`config.mk`:
```
export PLATFORM = sky130hd
export DESIGN_NAME = mux_onehot_pipe
export DESIGN_NICKNAME = d
export VERILOG_FILES = /design/src/rtl/mux_onehot_pipe.sv
export SDC_FILE = /design/constraint.sdc
export NUM_CORES = 1
export LEC_CHECK = 0
export CAP_MARGIN = 20
export CORE_ASPECT_RATIO = 1.5
export CORE_MARGIN = 2
export CORE_UTILIZATION = 37
export DETAILED_ROUTE_END_ITERATION = 8
export PLACE_DENSITY = 0.88
export SLEW_MARGIN = 10
export SYNTH_ARGS = -nofsm -noshare
export SYNTH_HDL_FRONTEND = slang
export SYNTH_SLANG_ARGS = --single-unit
```
`constraint.sdc`:
```
create_clock -name clk -period 1.8 [get_ports clk]
set_input_delay 0.27 -clock clk [delete_from_list [all_inputs] [get_ports clk]]
set_output_delay 0.27 -clock clk [all_outputs]
set_load 0.01 [all_outputs]
```
`src/rtl/mux_onehot_pipe.sv`:
```
// One-hot (or OR-combining) channel mux with a single registered output stage and sticky select-error tracking.
// Latency 1; in_ready drops only while a held result is not being drained (full throughput when out_ready=1).
module mux_onehot_pipe #(
  parameter int WIDTH   = 16,
  parameter int N       = 3,
  parameter int OR_MODE = 1,
  parameter int CNT_W   = 8
) (
  input  logic                      clk,
  input  logic                      rst_n,
  input  logic [N-1:0][WIDTH-1:0]   in,
  input  logic [N-1:0]              en,
  input  logic                      in_valid,
  output logic                      in_ready,
  output logic [WIDTH-1:0]          out,
  output logic [N-1:0]              out_sel,
  output logic                      out_valid,
  input  logic                      out_ready,
  input  logic                      clr_err,
  output logic                      err_multi,
  output logic                      err_zero,
  output logic [CNT_W-1:0]          err_cnt
);

  logic             accept;
  logic [WIDTH-1:0] mux_res;
  logic [N-1:0]     sel_res;
  logic             is_multi;
  logic             is_zero;
  logic             viol;

  assign in_ready = (!out_valid || out_ready) && rst_n;
  assign accept   = in_valid && in_ready;
  assign is_multi = |(en & (en - N'(1)));
  assign is_zero  = ~|en;
  assign viol     = accept && (is_multi || is_zero);

  always_comb begin
    mux_res = '0;
    sel_res = '0;
    if (OR_MODE != 0) begin
      sel_res = en;
      for (int i = 0; i < N; i++) begin
        if (en[i]) mux_res = mux_res | in[i];
      end
    end else begin
      // Walk downward so the lowest enabled index is the last write.
      for (int i = N - 1; i >= 0; i--) begin
        if (en[i]) begin
          mux_res = in[i];
          sel_res = N'(1) << i;
        end
      end
    end
  end

  always_ff @(posedge clk) begin
    if (!rst_n) begin
      out       <= '0;
      out_sel   <= '0;
      out_valid <= 1'b0;
    end else if (accept) begin
      out       <= mux_res;
      out_sel   <= sel_res;
      out_valid <= 1'b1;
    end else if (out_ready) begin
      out_valid <= 1'b0;
    end
  end

  // A violation in the same cycle as clr_err still registers (set wins).
  always_ff @(posedge clk) begin
    if (!rst_n) begin
      err_multi <= 1'b0;
      err_zero  <= 1'b0;
      err_cnt   <= '0;
    end else begin
      err_multi <= (err_multi && !clr_err) || (accept && is_multi);
      err_zero  <= (err_zero && !clr_err) || (accept && is_zero);
      if (clr_err)
        err_cnt <= viol ? CNT_W'(1) : '0;
      else if (viol && !(&err_cnt))
        err_cnt <= err_cnt + CNT_W'(1);
    end
  end

endmodule

```
==> impl_metrics.json <==
{
  "core_area_sq_um": 3680,
  "synthesis.instances": 154,
  "final_worst_path_period_share": 0.937,
  "num_io_pins": 87,
  "num_antenna_cells": 0,
  "routed-via-count": 1614,
  "vias_in_the_first_global_route": 1632,
  "cp_slowest_cell": "sky130_fd_sc_hd__clkdlybuf4s50_1",
  "drt_drc_violations_left": 0,
  "hold_violations": 0,
  "gp_routability_congestion": 0.765,
  "critical-path-max-stage-delay_ns": 0.53,
  "synth_nets": 211,
  "post-synth-top-count-cell": "sky130_fd_sc_hd__dfxtp_1",
  "grt_first_pass_wirelength_mm": 6.94,
  "cts_htree_levels": 2,
  "drive_gt1_frac": 0.105,
  "total_leakage_power_uw": 0.00106,
  "clkSinkCount": 30,
  "p_int_uw": 1340,
  "drt_iter0_drc": 74,
  "clock_latency_ns": 0.29,
  "wire_per_inst_microns": 14.6,
  "worstPathCellList": "clkdlybuf4s50_1, o21ai_0, buf_4, o21ai_4, nand3_2, buf_4, or3_1, a21oi_1",
  "cts_inserted_buffers": 5,
  "port_buffers": 86,
  "ys_top_cells_by_area": "sky130_fd_sc_hd__dfxtp_1 (42%), sky130_fd_sc_hd__a222oi_1 (11%), sky130_fd_sc_hd__o211a_1 (11%)",
  "p_sw_uw": 416,
  "yosysWarnings": 0,
  "cp_data_required_time_ns": 2.01,
  "p_total_uw": 1760,
  "worstHoldPathType": "reg2reg",
  "dieWidth_microns": 54.5,
  "synth_to_layout_area_growth_pct": 75.9,
  "worst-path-max-fanout": 8,
  "synth_top_area_cell": "sky130_fd_sc_hd__dfxtp_1",
  "finalSetupViolations": 0,
  "worst_path_dominant_cell_family": "buffers and inverters",
  "clock_power_frac": 0.378,
  "synth_seq_area_share": 0.425,
  "critPathMostFrequentCell": "sky130_fd_sc_hd__buf_4",
  "max-clock-path-buffers": 2,
  "worst-r2r-cell-count": 7,
  "tightest_slew_ns": 0.328,
  "sequentialPowerShare": 0.407,
  "placement_rows": 27,
  "floorplan.die_area_sq_um": 4340,
  "irDropWorstVdd_mv": 0.560,
  "drv_cap": 0,
  "hold_depth": 2,
  "post_synth_edffs": 0,
  "drt_first_pass_iters": 7,
  "cts_setup_buffers": 0,
  "maximum_number_of_pins_on_one_net_before_global_route_repair": 29,
  "post_drt_via_cell_ratio": 5.57,
  "master_cell_of_the_clock_root_buffer": "sky130_fd_sc_hd__clkbuf_8",
  "finalWorstPathRequiredPeriod_ns": 1.69,
  "grt_setup_unrepaired": "no",
  "fmax_mhz": 593,
  "cts_tree": "yes",
  "initial_utilization": 0.384,
  "relSlewSlack": 0.781,
  "final.fill_count": 282,
  "pwr_density_cell_nw_per_um2": 708,
  "synth_flop_cell": "sky130_fd_sc_hd__dfxtp_1",
  "synth_common_cells": "sky130_fd_sc_hd__dfxtp_1 (30), sky130_fd_sc_hd__nand2_1 (27), sky130_fd_sc_hd__a222oi_1 (16), sky130_fd_sc_hd__o211a_1 (16), sky130_fd_sc_hd__clkbuf_1 (11)",
  "critical_path.n_buffers_inverters": 3,
  "share_comb_of_total_power": 0.214,
  "maxSlewViolCount": 0,
  "grt_antenna_before_repair": 0,
  "final_nets": 303,
  "skew_ns": 0.00309,
  "netSwitchingFraction": 0.236,
  "yosys_register_bits": 30,
  "depth_of_the_critical_timing_path_with_buffers_and_inverters_included": 8,
  "cp.arrival_ns": 1.90,
  "cp-end-kind": "register",
  "timing.setup.tns_ns": 0,
  "antenna_violating_nets_post_route": 0,
  "result_of_the_run": "completed",
  "synth-async-reset-ratio": 0,
  "worst_setup_path_start_kind": "primary input",
  "worst-setup-path-type": "in2reg",
  "syn-mean-instance-area_sq_um": 9.18,
  "grt_remaining_overflow": 0,
  "syn-cell-area_sq_um": 1410,
  "synth_largest_type_area_fraction": 0.425,
  "die-height_microns": 79.7,
  "clk_pin_slew_worst_paths_ns": 0.06,
  "grt_util_all_layers": 0.218,
  "post_synth_num_cell_types": 31,
  "dpl.hpwl_mm": 3.29,
  "wirelength_mm": 4.24
}
## path summary, 6_finish.rpt
kind / startpoint / slack, ns / end
min: out_sel[0] / 0.46 / out_sel[0]
min reg2reg: out_sel[0] / 0.46 / out_sel[0]
max: en[1] / 0.11 / err_cnt[4]
max reg2reg: err_cnt[0] / 0.16 / err_cnt[4]
## placed cells by master, fill, tap and decap left out
| cell | netlist | final |
|---|---|---|
| sky130_fd_sc_hd__buf_4 | 2 | 13 |
| sky130_fd_sc_hd__o21ai_0 | 8 | 8 |
| sky130_fd_sc_hd__buf_12 | 0 | 1 |
| sky130_fd_sc_hd__a21boi_0 | 1 | 1 |
| sky130_fd_sc_hd__a22o_1 | 2 | 2 |
| sky130_fd_sc_hd__o31ai_1 | 2 | 2 |
| sky130_fd_sc_hd__clkdlybuf4s50_1 | 0 | 85 |
| sky130_fd_sc_hd__or2_2 | 1 | 1 |
| sky130_fd_sc_hd__clkbuf_8 | 0 | 5 |
| sky130_fd_sc_hd__a311oi_1 | 1 | 1 |
| sky130_fd_sc_hd__a222oi_1 | 16 | 16 |
| sky130_fd_sc_hd__dfxtp_1 | 30 | 30 |
| sky130_fd_sc_hd__nand3_2 | 1 | 1 |
| sky130_fd_sc_hd__or3_1 | 3 | 3 |
| sky130_fd_sc_hd__or4_1 | 2 | 2 |
| sky130_fd_sc_hd__o21ai_4 | 1 | 1 |
| sky130_fd_sc_hd__xor2_1 | 2 | 2 |
| sky130_fd_sc_hd__o21a_1 | 1 | 1 |
| sky130_fd_sc_hd__dlymetal6s2s_1 | 0 | 1 |
| sky130_fd_sc_hd__nand2_1 | 27 | 27 |
| sky130_fd_sc_hd__nand2b_1 | 2 | 2 |
| sky130_fd_sc_hd__o211a_1 | 16 | 16 |
| sky130_fd_sc_hd__nor2b_1 | 1 | 1 |
| sky130_fd_sc_hd__inv_1 | 2 | 2 |
| sky130_fd_sc_hd__and2_1 | 2 | 2 |
| sky130_fd_sc_hd__nor2_1 | 2 | 2 |
| sky130_fd_sc_hd__nand4_1 | 3 | 3 |
| sky130_fd_sc_hd__ha_2 | 0 | 1 |
| sky130_fd_sc_hd__bufinv_16 | 0 | 1 |
| sky130_fd_sc_hd__nand3_1 | 4 | 4 |
| sky130_fd_sc_hd__nor3_1 | 1 | 1 |
| sky130_fd_sc_hd__and3_1 | 1 | 1 |
| sky130_fd_sc_hd__a21oi_1 | 6 | 6 |
| sky130_fd_sc_hd__clkinv_2 | 0 | 2 |
## metrics by stage
step	util	worst slack [ns]	cells	hold WS, ns	instance area, sq um
floorplan	-	0.266	154	0.409	1410
finish	0.676	0.114	290	0.463	2490
CTS	0.674	0.0282	290	0.467	2480
global placement	0.645	-0.117	282	0.445	2370
detailed placement	0.645	-0.159	282	0.458	2370
global route	0.676	0.00312	290	0.477	2490
## worst min-delay path: stages (launching register included)
cell,delay [ns]
sky130_fd_sc_hd__dfxtp_1,0.31
sky130_fd_sc_hd__nand2_1,0.05
sky130_fd_sc_hd__o21ai_0,0.06
## routing by layer
layer	share of wire	up-vias	routed length [microns]	track usage
li1	-	779	-	-
met1	0.34	761	1460	0.222
met2	0.55	67	2340	0.378
met3	0.085	7	360	0.0880
met4	0.021	0	89	0.0850
met5	0	-	0	0
## cell families after synthesis
kind of cell,after synthesis,share of synthesized area
AO/OA/AOI/OAI,54,0.327
AND/OR/NAND/NOR,50,0.170
flip-flops,30,0.425
buffers and inverters,17,0.0566
XOR/XNOR,2,0.0124
adder cells (fa/ha/maj),1,0.00885
## sequential cells by signal, indices dropped and copies added, names as in the netlist
| signal | count |
|---|---|
| err_cnt | 8 |
| err_zero | 1 |
| out_valid | 1 |
| out | 16 |
| out_sel | 3 |
| err_multi | 1 |
## area by class of cell
type	instances	area (sq um)	area share
repair buffers	100	981	0.394
flip-flops and latches	30	601	0.241
multi-input cells	107	736	0.296
inverters	2	7.51	0.00302
well taps	43	53.8	0.0216
clock buffers	5	68.8	0.0277
clock inverters	3	40.0	0.0161
## repair_timing
action / CTS / global route
gates resized for setup: 0 / 2
hold buffers: 0 / 0
setup endpoints to repair: 0 / 3
## power by group through the flow
stage / Sequential, uW / Combinational, uW / Clock (uW)
2_1_floorplan: 747 / 123 / 0
3_3_place_gp: 730 / 371 / 0
3_5_place_dp: 732 / 378 / 0
4_1_cts: 718 / 381 / 677
5_1_grt: 721 / 407 / 702
6_report: 717 / 377 / 666
Power figures use the tool's default switching activity.
